==> config.mk <==
export PLATFORM = sky130hd
export DESIGN_NAME = vga_text_writer
export DESIGN_NICKNAME = d
export VERILOG_FILES = /design/src/rtl/vga_text_writer.sv
export SDC_FILE = /design/constraint.sdc
export NUM_CORES = 1
export LEC_CHECK = 0
export CELL_PAD_IN_SITES_DETAIL_PLACEMENT = 1
export CELL_PAD_IN_SITES_GLOBAL_PLACEMENT = 1
export CORE_ASPECT_RATIO = 1.25
export CORE_UTILIZATION = 42
export CTS_CLUSTER_SIZE = 14
export DETAILED_ROUTE_END_ITERATION = 8
export GPL_ROUTABILITY_DRIVEN = 0
export PLACE_DENSITY = 0.8
export SKIP_CTS_REPAIR_TIMING = 1
export SLEW_MARGIN = 20
export SYNTH_ARGS = -nofsm -noshare
export SYNTH_HDL_FRONTEND = slang
export SYNTH_SLANG_ARGS = --single-unit
==> constraint.sdc <==
create_clock -name clk -period 4.2 [get_ports clk]
set_input_delay 0.42 -clock clk [delete_from_list [all_inputs] [get_ports clk]]
set_output_delay 0.42 -clock clk [all_outputs]
set_load 0.005 [all_outputs]
==> src/rtl/vga_text_writer.sv <==
// ---------------------------------------------------------------------------
// vga_text_writer
//   Write-side stage for the 80x60 text-mode display. Consumes a byte stream
//   on a valid/ready handshake, keeps a text cursor and drives the framebuffer
//   write port: printable cells, backspace blanking, bulk clear-screen and
//   ESC-addressed writes into the 18-byte reserved region after the cells
//   (16 palette entries, background colour, text colour).
//
// Ports
//   clk        : system clock (framebuffer write port shares it)
//   rst        : synchronous active-high reset
//   i_data     : stream byte
//   i_valid    : i_data is valid
//   o_ready    : a byte can be accepted this cycle (low only while clearing)
//   o_we       : framebuffer write strobe, one cycle per write
//   o_addr     : framebuffer write address
//   o_wdata    : framebuffer write data
//   o_cursor_x : current column, 0..HTILES-1
//   o_cursor_y : current row, 0..VTILES-1
//   o_busy     : high while a clear-screen is in progress
// ---------------------------------------------------------------------------
module vga_text_writer #(
    parameter int          HTILES     = 80,
    parameter int          VTILES     = 60,
    parameter int          FB_CELLS   = HTILES * VTILES,
    parameter int          ADDR_W     = 13,
    parameter logic [7:0]  CLEAR_CHAR = 8'h20
) (
    input  logic              clk,
    input  logic              rst,
    input  logic [7:0]        i_data,
    input  logic              i_valid,
    output logic              o_ready,
    output logic              o_we,
    output logic [ADDR_W-1:0] o_addr,
    output logic [7:0]        o_wdata,
    output logic [6:0]        o_cursor_x,
    output logic [5:0]        o_cursor_y,
    output logic              o_busy
);

    typedef enum logic [1:0] {
        IDLE    = 2'd0,
        ESC_IDX = 2'd1,
        ESC_VAL = 2'd2,
        CLEAR   = 2'd3
    } state_t;

    localparam logic [ADDR_W-1:0] HT_A      = ADDR_W'(HTILES);
    localparam logic [ADDR_W-1:0] CELLS_A   = ADDR_W'(FB_CELLS);
    localparam logic [6:0]        X_LAST    = 7'(HTILES - 1);
    localparam logic [5:0]        Y_LAST    = 6'(VTILES - 1);
    localparam logic [7:0]        RESV_SIZE = 8'd18;

    state_t            state;
    logic [7:0]        esc_idx;
    logic [ADDR_W-1:0] clr_addr;
    logic [ADDR_W-1:0] cur_addr;
    logic              accept;

    // Linear cell address of the cursor as it stands before this byte.
    always_comb begin
        cur_addr = ADDR_W'(o_cursor_x) + ADDR_W'(o_cursor_y) * HT_A;
        accept   = i_valid && o_ready;
    end

    // Control FSM with registered write port, cursor and handshake outputs.
    always_ff @(posedge clk) begin
        if (rst) begin
            state      <= IDLE;
            esc_idx    <= 8'd0;
            clr_addr   <= '0;
            o_ready    <= 1'b1;
            o_we       <= 1'b0;
            o_addr     <= '0;
            o_wdata    <= 8'd0;
            o_cursor_x <= 7'd0;
            o_cursor_y <= 6'd0;
            o_busy     <= 1'b0;
        end else begin
            o_we <= 1'b0;
            case (state)
                IDLE: begin
                    if (accept) begin
                        case (i_data)
                            8'h08: begin
                                if (o_cursor_x != 7'd0) begin
                                    o_cursor_x <= o_cursor_x - 7'd1;
                                    o_we       <= 1'b1;
                                    o_addr     <= cur_addr - {{(ADDR_W-1){1'b0}}, 1'b1};
                                    o_wdata    <= CLEAR_CHAR;
                                end
                            end
                            8'h0A: begin
                                o_cursor_x <= 7'd0;
                                o_cursor_y <= (o_cursor_y == Y_LAST) ? 6'd0 : o_cursor_y + 6'd1;
                            end
                            8'h0D: begin
                                o_cursor_x <= 7'd0;
                            end
                            8'h0C: begin
                                // The first clear write goes out right away so the
                                // whole sweep fits inside the busy window.
                                state    <= CLEAR;
                                o_ready  <= 1'b0;
                                o_busy   <= 1'b1;
                                o_we     <= 1'b1;
                                o_addr   <= '0;
                                o_wdata  <= CLEAR_CHAR;
                                clr_addr <= {{(ADDR_W-1){1'b0}}, 1'b1};
                            end
                            8'h1B: begin
                                state <= ESC_IDX;
                            end
                            default: begin
                                o_we    <= 1'b1;
                                o_addr  <= cur_addr;
                                o_wdata <= i_data;
                                if (o_cursor_x == X_LAST) begin
                                    o_cursor_x <= 7'd0;
                                    o_cursor_y <= (o_cursor_y == Y_LAST) ? 6'd0 : o_cursor_y + 6'd1;
                                end else begin
                                    o_cursor_x <= o_cursor_x + 7'd1;
                                end
                            end
                        endcase
                    end
                end
                ESC_IDX: begin
                    if (accept) begin
                        esc_idx <= i_data;
                        state   <= ESC_VAL;
                    end
                end
                ESC_VAL: begin
                    if (accept) begin
                        if (esc_idx < RESV_SIZE) begin
                            o_we    <= 1'b1;
                            o_addr  <= CELLS_A + ADDR_W'(esc_idx);
                            o_wdata <= i_data;
                        end
                        state <= IDLE;
                    end
                end
                CLEAR: begin
                    if (clr_addr == CELLS_A) begin
                        // Last cell write is on the port this cycle; hand back.
                        state      <= IDLE;
                        o_ready    <= 1'b1;
                        o_busy     <= 1'b0;
                        o_cursor_x <= 7'd0;
                        o_cursor_y <= 6'd0;
                    end else begin
                        o_we     <= 1'b1;
                        o_addr   <= clr_addr;
                        o_wdata  <= CLEAR_CHAR;
                        clr_addr <= clr_addr + {{(ADDR_W-1){1'b0}}, 1'b1};
                    end
                end
                default: begin
                    state <= IDLE;
                end
            endcase
        end
    end

endmodule

==> results of run 1 <==
==> stage by stage <==
stage	cells	worst slack (ns)
2_1_floorplan	503	1.139
3_3_place_gp	648	0.9615
3_5_place_dp	648	0.8239
4_1_cts	664	0.8213
5_1_grt	664	0.4992
6_report	664	0.8323
==> cell usage in the layout (no fill, tap or decap), types with 4 or more instances in the layout <==
master	n
sky130_fd_sc_hd__nor2_1	65
sky130_fd_sc_hd__nand2_1	61
sky130_fd_sc_hd__dfxtp_1	60
sky130_fd_sc_hd__clkdlybuf4s50_1	47
sky130_fd_sc_hd__a21oi_1	39
sky130_fd_sc_hd__xor2_1	21
sky130_fd_sc_hd__o21ai_0	20
sky130_fd_sc_hd__nand3_1	18
sky130_fd_sc_hd__a211oi_1	17
sky130_fd_sc_hd__ha_1	17
sky130_fd_sc_hd__inv_1	15
sky130_fd_sc_hd__nor3_1	11
sky130_fd_sc_hd__mux2i_1	9
sky130_fd_sc_hd__clkbuf_16	9
sky130_fd_sc_hd__nand4_1	7
sky130_fd_sc_hd__and3_1	6
sky130_fd_sc_hd__or3_1	6
sky130_fd_sc_hd__buf_4	6
sky130_fd_sc_hd__or2_2	5
sky130_fd_sc_hd__nand2b_1	5
sky130_fd_sc_hd__nor2b_1	5
sky130_fd_sc_hd__nand3b_1	5
sky130_fd_sc_hd__xnor2_1	4
sky130_fd_sc_hd__o211ai_1	4
==> cells by family after synthesis <==
group	synth area share, %
multiplexers	3.137
adder cells (fa/ha/maj)	6.400
XOR/XNOR	5.545
buffers and inverters	4.784
AO/OA/AOI/OAI	22.47
flip-flops	30.42
AND/OR/NAND/NOR	27.25
==> worst register-to-register path, stage by stage (launching register included) <==
cell and delay (ns):
sky130_fd_sc_hd__dfxtp_1 0.45, sky130_fd_sc_hd__ha_1 0.29, sky130_fd_sc_hd__ha_1 0.23, sky130_fd_sc_hd__fa_1 0.41, sky130_fd_sc_hd__xor2_1 0.44, sky130_fd_sc_hd__o211a_1 0.24, sky130_fd_sc_hd__o211ai_1 0.15, sky130_fd_sc_hd__a2111oi_2 0.54
sky130_fd_sc_hd__a311oi_1 0.18, sky130_fd_sc_hd__a41oi_1 0.19, sky130_fd_sc_hd__a211oi_1 0.09
==> layout make-up <==
| class | count | area [um2] | share of cell area (%) |
|---|---|---|---|
| multi-input combinational | 397 | 2559 | 52.91 |
| tap | 123 | 153.9 | 3.182 |
| timing repair buffer | 53 | 515.5 | 10.66 |
| clock inverter | 6 | 111.4 | 2.303 |
| clock buffer | 10 | 239.0 | 4.942 |
| inverter | 15 | 56.30 | 1.164 |
| sequential | 60 | 1201 | 24.84 |
==> flip-flops by register name, summed over array words and instances (netlist names) <==
register / count
esc_idx: 8
o_wdata: 8
o_ready: 1
o_cursor_y: 6
o_we: 1
o_busy: 1
o_addr: 13
clr_addr: 13
o_cursor_x: 7
state: 2
==> metal layers <==
layer	up-vias	part of all wire [%]	global-route usage [%]
met5	-	0	0
met1	1891	41	31.69
met3	17	2.4	4.260
met2	61	55	48.21
met4	0	1.5	7.957
li1	1887	-	-
==> final timing paths <==
| path | to | slack, ns |
|---|---|---|
| max | o_addr[12] | 0.83 |
| min | o_wdata[6] | 0.46 |
| max reg2reg | o_addr[12] | 0.83 |
| min reg2reg | o_wdata[6] | 0.46 |
==> where the power goes <==
group / internal, W / leakage (nW) / switching (W)
clock: 0.000595 / 0.169 / 0.000278
sequential: 0.000580 / 0.486 / 0.0000107
combinational: 0.0000557 / 1.10 / 0.0000754
==> qor.tcl, run 1 <==
set qor(irDropWorstVdd_v) 0.0001808
set qor(viasPerCell) 5.807
set qor(detailroute.via_count) 3856
set qor(grt_pass1_wl_um) 20310
set qor(timing.critical_path.max_delay_family) {compound AO/OA/AOI/OAI gates}
set qor(area_delta_synth_final_pct) 22.47
set qor(coreArea_um2) 9125
set qor(clkLatencyLatePin_ns) 0.34
set qor(whs_ns) 0.4553
set qor(final_layout_size_suffix_gt1_share_pct) 7.763
set qor(slew_headroom_pct) 28.08
set qor(drt_iter0_drc) 211
set qor(dominant_cell_type_by_count_on_the_critical_path) {sky130_fd_sc_hd__ha_1}
set qor(r2r.worst_path.cells) 10
set qor(die_h_um) 110.4
set qor(ys_types) 69
set qor(regToRegStartpoint) {o_cursor_y[3]}
set qor(cts_tree) {done}
set qor(area_share_of_the_leading_cell_type_in_the_synthesized_netlist_pct) 30.42
set qor(power.static_leakage_nw) 1.758
set qor(cp_max_fo) 7
set qor(netlist_top_cells_count) {sky130_fd_sc_hd__nor2_1 (65), sky130_fd_sc_hd__nand2_1 (61), sky130_fd_sc_hd__dfxtp_1 (60)}
set qor(timing.hold.worst_path_depth) 2
set qor(max-clock-path-buffers) 2
set qor(finalWirelength_um) 12350
set qor(postSynthNetCount) 533
set qor(cp-end-kind) {flip-flop}
set qor(number_of_antenna_violations_at_the_first_check_in_global_routing) 0
set qor(layout_net_count) 566
set qor(synth_largest_area_cell) {sky130_fd_sc_hd__dfxtp_1}
set qor(cts.root.buffer_cell) {sky130_fd_sc_hd__clkbuf_16}
set qor(numPortBuffers) 47
set qor(final_period_util_pct) 80.18
set qor(numCtsBuffers) 9
set qor(fin_area_um2) 4836
set qor(synth.area.top_cells) {sky130_fd_sc_hd__dfxtp_1 (30%), sky130_fd_sc_hd__nor2_1 (6.2%), sky130_fd_sc_hd__nand2_1 (5.8%)}
set qor(firstDrtPassIters) 4
set qor(asyncSetResetFlopFracSynth_pct) 0
set qor(worstHoldPathType) {reg2reg}
set qor(post-dp-hpwl_um) 8949
set qor(cp_required_ns) 4.38
set qor(slew_viol_final) 0
set qor(clock_skew_ns) 0.007410
set qor(io_pins) 48
set qor(globalRouteOverflowTotal) 0
set qor(initial_core_util_pct) 43.27
set qor(synthCells) 503
set qor(placement.cell_area_um2) 4486
set qor(min-delay-start) {o_wdata[6]}
set qor(ys_seq_elements) 60
set qor(cp_num_buf_inv) 0
set qor(globalRouteTotalUtil_pct) 26.78
set qor(synthMostInstantiatedCell) {sky130_fd_sc_hd__nor2_1}
set qor(worst-endpoint-arrival_ns) 3.55
set qor(cp-start-kind) {flip-flop}
set qor(power.total_w) 0.001596
set qor(placementRows) 39
set qor(slowest_delay_ns) 0.54
set qor(avgRoutedWirePerCell_um) 18.60
set qor(worst_setup_path_class) {reg2reg}
set qor(clk_pin_slew_worst_paths_ns) 0.06
set qor(tns_ns) 0
set qor(antennaDiodeCount) 0
set qor(clock_sink_count) 60
set qor(final_antenna_violating_net_count) 0
set qor(worstMarginPinSlew_ns) 1.071
set qor(synthesis.yosys.warnings) 0
set qor(fp.dieW_um) 88.73
set qor(run_status) {completed}
set qor(sequential_to_total_area_share_from_yosys_stat_pct) 30.42
set qor(final_util_pct) 53.00
set qor(max_freq_mhz) 296.9
set qor(cp-startpoint) {o_cursor_y[3]}
set qor(timing.critical_path.cells) {ha_1, ha_1, fa_1, xor2_1, o211a_1, o211ai_1, a2111oi_2, a311oi_1, a41oi_1, a211oi_1}
set qor(synth_ff_type) {sky130_fd_sc_hd__dfxtp_1}
set qor(final.fill_count) 1120
set qor(synth_enable_flop_cells) 0
set qor(grt_start_max_net_pins) 31
set qor(post_synth_instance_area_um2) 3949
set qor(power_density_nw_per_um2) 330.0
set qor(cell_at_the_slowest_stage_of_the_critical_path) {sky130_fd_sc_hd__a2111oi_2}
set qor(period_minus_slack_ns) 3.368
set qor(worst-path-stages) 10
set qor(cts-htree-levels) 3
set qor(die_area_um2) 9796
set qor(hold_viol_final) 0
set qor(setup-violations-final) 0
set qor(syn-mean-instance-area_um2) 7.850
set qor(drcViolationCount) 0
set qor(drv_cap) 0
set qor(vias_in_the_first_global_route) 4053
set qor(grt_setup_unrepaired) {false}
Note: power is estimated with default switching activity, not from simulation.
==> run 2: changes to the inputs <==
--- a/config.mk
+++ b/config.mk
@@ -8,11 +8,11 @@
 export CELL_PAD_IN_SITES_DETAIL_PLACEMENT = 1
 export CELL_PAD_IN_SITES_GLOBAL_PLACEMENT = 1
 export CORE_ASPECT_RATIO = 1.25
-export CORE_UTILIZATION = 42
+export CORE_UTILIZATION = 38
 export CTS_CLUSTER_SIZE = 14
 export DETAILED_ROUTE_END_ITERATION = 8
 export GPL_ROUTABILITY_DRIVEN = 0
-export PLACE_DENSITY = 0.8
+export PLACE_DENSITY = 0.76
 export SKIP_CTS_REPAIR_TIMING = 1
 export SLEW_MARGIN = 20
 export SYNTH_ARGS = -nofsm -noshare
==> constraint.sdc (replaced) <==
create_clock -name clk -period 2.9 [get_ports clk]
set_input_delay 0.29 -clock clk [delete_from_list [all_inputs] [get_ports clk]]
set_output_delay 0.29 -clock clk [all_outputs]
set_load 0.005 [all_outputs]
==> qor.tcl, run 2 (synthesis results as in run 1) <==
set qor(globalRouteTotalUtil_pct) 25.81 ;# was 26.78%
set qor(area_delta_synth_final_pct) 36.31 ;# was 22.47%
set qor(cp_num_buf_inv) 1 ;# was 0
set qor(final_antenna_violating_net_count) 0 ;# unchanged
set qor(met2_usage_pct) 48.09 ;# was 48.21%
set qor(numPortBuffers) 47 ;# unchanged
set qor(slowest_delay_ns) 0.54 ;# about the same
set qor(dominant_cell_type_by_count_on_the_critical_path) {sky130_fd_sc_hd__ha_4} ;# was sky130_fd_sc_hd__ha_1
set qor(reg2reg_slack_ns) -0.05 ;# was 0.83 ns
set qor(clk_pin_slew_worst_paths_ns) 0.06 ;# about the same
set qor(final.fill_count) 1189 ;# was 1120
set qor(layout_commonest_cell) {sky130_fd_sc_hd__nor2_1} ;# unchanged
set qor(grt_most_used_layer) {met2} ;# unchanged
set qor(slew_headroom_pct) 59.11 ;# was 28.08%
set qor(regArea_um2) 1204 ;# was 1201 um2
set qor(final.setup.worst_slack_ns) -0.04683 ;# was 0.8323 ns
set qor(multi_input_comb_area_um2) 2739 ;# was 2559 um2
set qor(io_pins) 48 ;# unchanged
set qor(timing.critical_path.max_delay_family) {compound AO/OA/AOI/OAI gates} ;# unchanged
set qor(cp-end-kind) {flip-flop} ;# unchanged
set qor(hold_viol_final) 0 ;# unchanged
set qor(max_freq_mhz) 339.3 ;# was 296.9 MHz
set qor(clock_sink_count) 60 ;# unchanged
set qor(drcViolationCount) 0 ;# unchanged
set qor(drt_iter0_drc) 167 ;# was 211
set qor(die_h_um) 116.0 ;# was 110.4 um
set qor(tns_ns) -0.06557 ;# was 0 ns
set qor(cp-start-kind) {flip-flop} ;# unchanged
set qor(commonest_non_fill_non_tap_cells_in_the_layout) {sky130_fd_sc_hd__nor2_1 (65), sky130_fd_sc_hd__nand2_1 (60), sky130_fd_sc_hd__dfxtp_1 (58), sky130_fd_sc_hd__buf_4 (51), sky130_fd_sc_hd__clkdlybuf4s50_1 (46)} ;# was sky130_fd_sc_hd__nor2_1 (65), sky130_fd_sc_hd__nand2_1 (61), sky130_fd_sc_hd__dfxtp_1 (60), sky130_fd_sc_hd__clkdlybuf4s50_1 (47), sky130_fd_sc_hd__a21oi_1 (39)
set qor(grt_start_max_net_pins) 30 ;# was 31
set qor(antennaDiodeCount) 0 ;# unchanged
set qor(post-dp-hpwl_um) 9487 ;# was 8949 um
set qor(placementRows) 41 ;# was 39
set qor(vias_in_the_first_global_route) 4348 ;# was 4053
set qor(firstDrtPassIters) 4 ;# unchanged
set qor(avgRoutedWirePerCell_um) 18.51 ;# was 18.60 um
set qor(initial_core_util_pct) 39.07 ;# was 43.27%
set qor(worstHoldPathType) {in2reg} ;# was reg2reg
set qor(cp_required_ns) 3.14 ;# was 4.38 ns
set qor(grt_setup_unrepaired) {true} ;# was false
set qor(clkLatencyLatePin_ns) 0.33 ;# was 0.34 ns
set qor(worstMarginPinSlew_ns) 0.6134 ;# was 1.071 ns
set qor(detailroute.via_count) 4077 ;# was 3856
set qor(power.total_w) 0.002180 ;# was 0.001596 W
set qor(cts.root.buffer_cell) {sky130_fd_sc_hd__clkbuf_16} ;# unchanged
set qor(period_minus_slack_ns) 2.947 ;# was 3.368 ns
set qor(irDropWorstVdd_v) 0.0002814 ;# was 0.0001808 V
set qor(viasPerCell) 5.670 ;# was 5.807
set qor(cell_at_the_slowest_stage_of_the_critical_path) {sky130_fd_sc_hd__fa_2} ;# was sky130_fd_sc_hd__a2111oi_2
set qor(layout_top_registers) {clr_addr: 13 flops, o_addr: 13 flops} ;# unchanged
set qor(finalWirelength_um) 13310 ;# was 12350 um
set qor(timing.critical_path.cells) {ha_4, ha_4, fa_2, buf_6, o211a_1, o211ai_1, a21oi_2, a311o_1, a21o_1, a311oi_2} ;# was ha_1, ha_1, fa_1, xor2_1, o211a_1, o211ai_1, a2111oi_2, a311oi_1, a41oi_1, a211oi_1
set qor(whs_ns) 0.4462 ;# was 0.4553 ns
set qor(slew_viol_final) 0 ;# unchanged
set qor(drv_cap) 0 ;# unchanged
set qor(final_period_util_pct) 101.6 ;# was 80.18%
set qor(numCtsBuffers) 9 ;# unchanged
set qor(globalRouteMet3Util_pct) 3.937 ;# was 4.260%
set qor(number_of_antenna_violations_at_the_first_check_in_global_routing) 0 ;# unchanged
set qor(cp_max_fo) 5 ;# was 7
set qor(worst_setup_path_class) {reg2reg} ;# unchanged
set qor(run_status) {finished, violations left} ;# was completed
set qor(setup-violations-final) 2 ;# was 0
set qor(failed_checks) {negative setup slack}
set qor(layout_net_count) 615 ;# was 566
set qor(clock_skew_ns) 0.007500 ;# was 0.007410 ns
set qor(cts_tree) {done} ;# unchanged
set qor(worst-endpoint-arrival_ns) 3.19 ;# was 3.55 ns
set qor(final_layout_size_suffix_gt1_share_pct) 20.00 ;# was 7.763%
set qor(coreArea_um2) 10110 ;# was 9125 um2
set qor(globalRouteOverflowTotal) 0 ;# unchanged
set qor(fp.dieW_um) 93.18 ;# was 88.73 um
set qor(grt_pass1_wl_um) 21680 ;# was 20310 um
set qor(power_density_nw_per_um2) 405.0 ;# was 330.0 nW/um2
set qor(power.static_leakage_nw) 2.008 ;# was 1.758 nW
set qor(die_area_um2) 10810 ;# was 9796 um2
set qor(cts-htree-levels) 3 ;# unchanged
set qor(grtUsageMet1_pct) 29.36 ;# was 31.69%
set qor(max-clock-path-buffers) 2 ;# unchanged
==> run 2: cell count changes in the layout (fill, tap and decap cells not counted), sizes merged <==
cell / before / now
buf: 6 / 56
bufinv: 3 / 1
clkbuf: 10 / 9
clkdlybuf4s50: 47 / 46
clkinv: 2 / 5
==> run 2: final timing paths <==
| kind | start | cells past startpoint | end |
|---|---|---|---|
| worst max-delay path | o_cursor_y[3] | 10 | o_addr[11] |
| worst min-delay path | rst | 2 | o_addr[5] |
| worst min register to register | o_addr[2] | 2 | o_addr[2] |
| worst max register to register | o_cursor_y[3] | 10 | o_addr[11] |
==> run 2: area by class of cell <==
cell class / instances / share of cell area, %
multi-input combinational: 397 / 50.88
sequential: 60 / 22.36
timing repair buffer: 102 / 17.09
clock buffer: 9 / 4.184
tap: 129 / 2.999
clock inverter: 7 / 1.441
inverter: 15 / 1.046
==> run 2: routing by layer <==
layer  share of wire [%]  up-vias
met5                   0        -
met4                 2.5        0
met3                 2.3       27
met2                  53       66
met1                  42     2007
li1                    -     1977
==> run 2: stage by stage <==
step	area, um2	cells	utilization, %	setup WS, ns
2_1_floorplan	3958	503	-	0.005119
3_3_place_gp	4863	698	48.12	0.02689
3_5_place_dp	4863	698	48.12	-0.1700
4_1_cts	5166	714	51.12	-0.2149
5_1_grt	5383	719	53.26	-0.1584
6_report	5383	719	53.26	-0.04683
==> run 2: where the power goes <==
| group | total, W | internal [W] | switching [W] |
|---|---|---|---|
| Clock | 0.00110 | 0.000669 | 0.000433 |
| Sequential | 0.000852 | 0.000840 | 0.0000120 |
| Combinational | 0.000226 | 0.000104 | 0.000122 |
| Total | 0.00218 | 0.00161 | 0.000567 |
==> run 2: worst reg2reg max path, stage by stage, from the launching register on <==
cell and delay, ns:
sky130_fd_sc_hd__dfxtp_2 0.33, sky130_fd_sc_hd__ha_4 0.24, sky130_fd_sc_hd__ha_4 0.17, sky130_fd_sc_hd__fa_2 0.54, sky130_fd_sc_hd__buf_6 0.15, sky130_fd_sc_hd__o211a_1 0.13, sky130_fd_sc_hd__o211ai_1 0.46, sky130_fd_sc_hd__a21oi_2 0.12
sky130_fd_sc_hd__a311o_1 0.33, sky130_fd_sc_hd__a21o_1 0.19, sky130_fd_sc_hd__a311oi_2 0.20
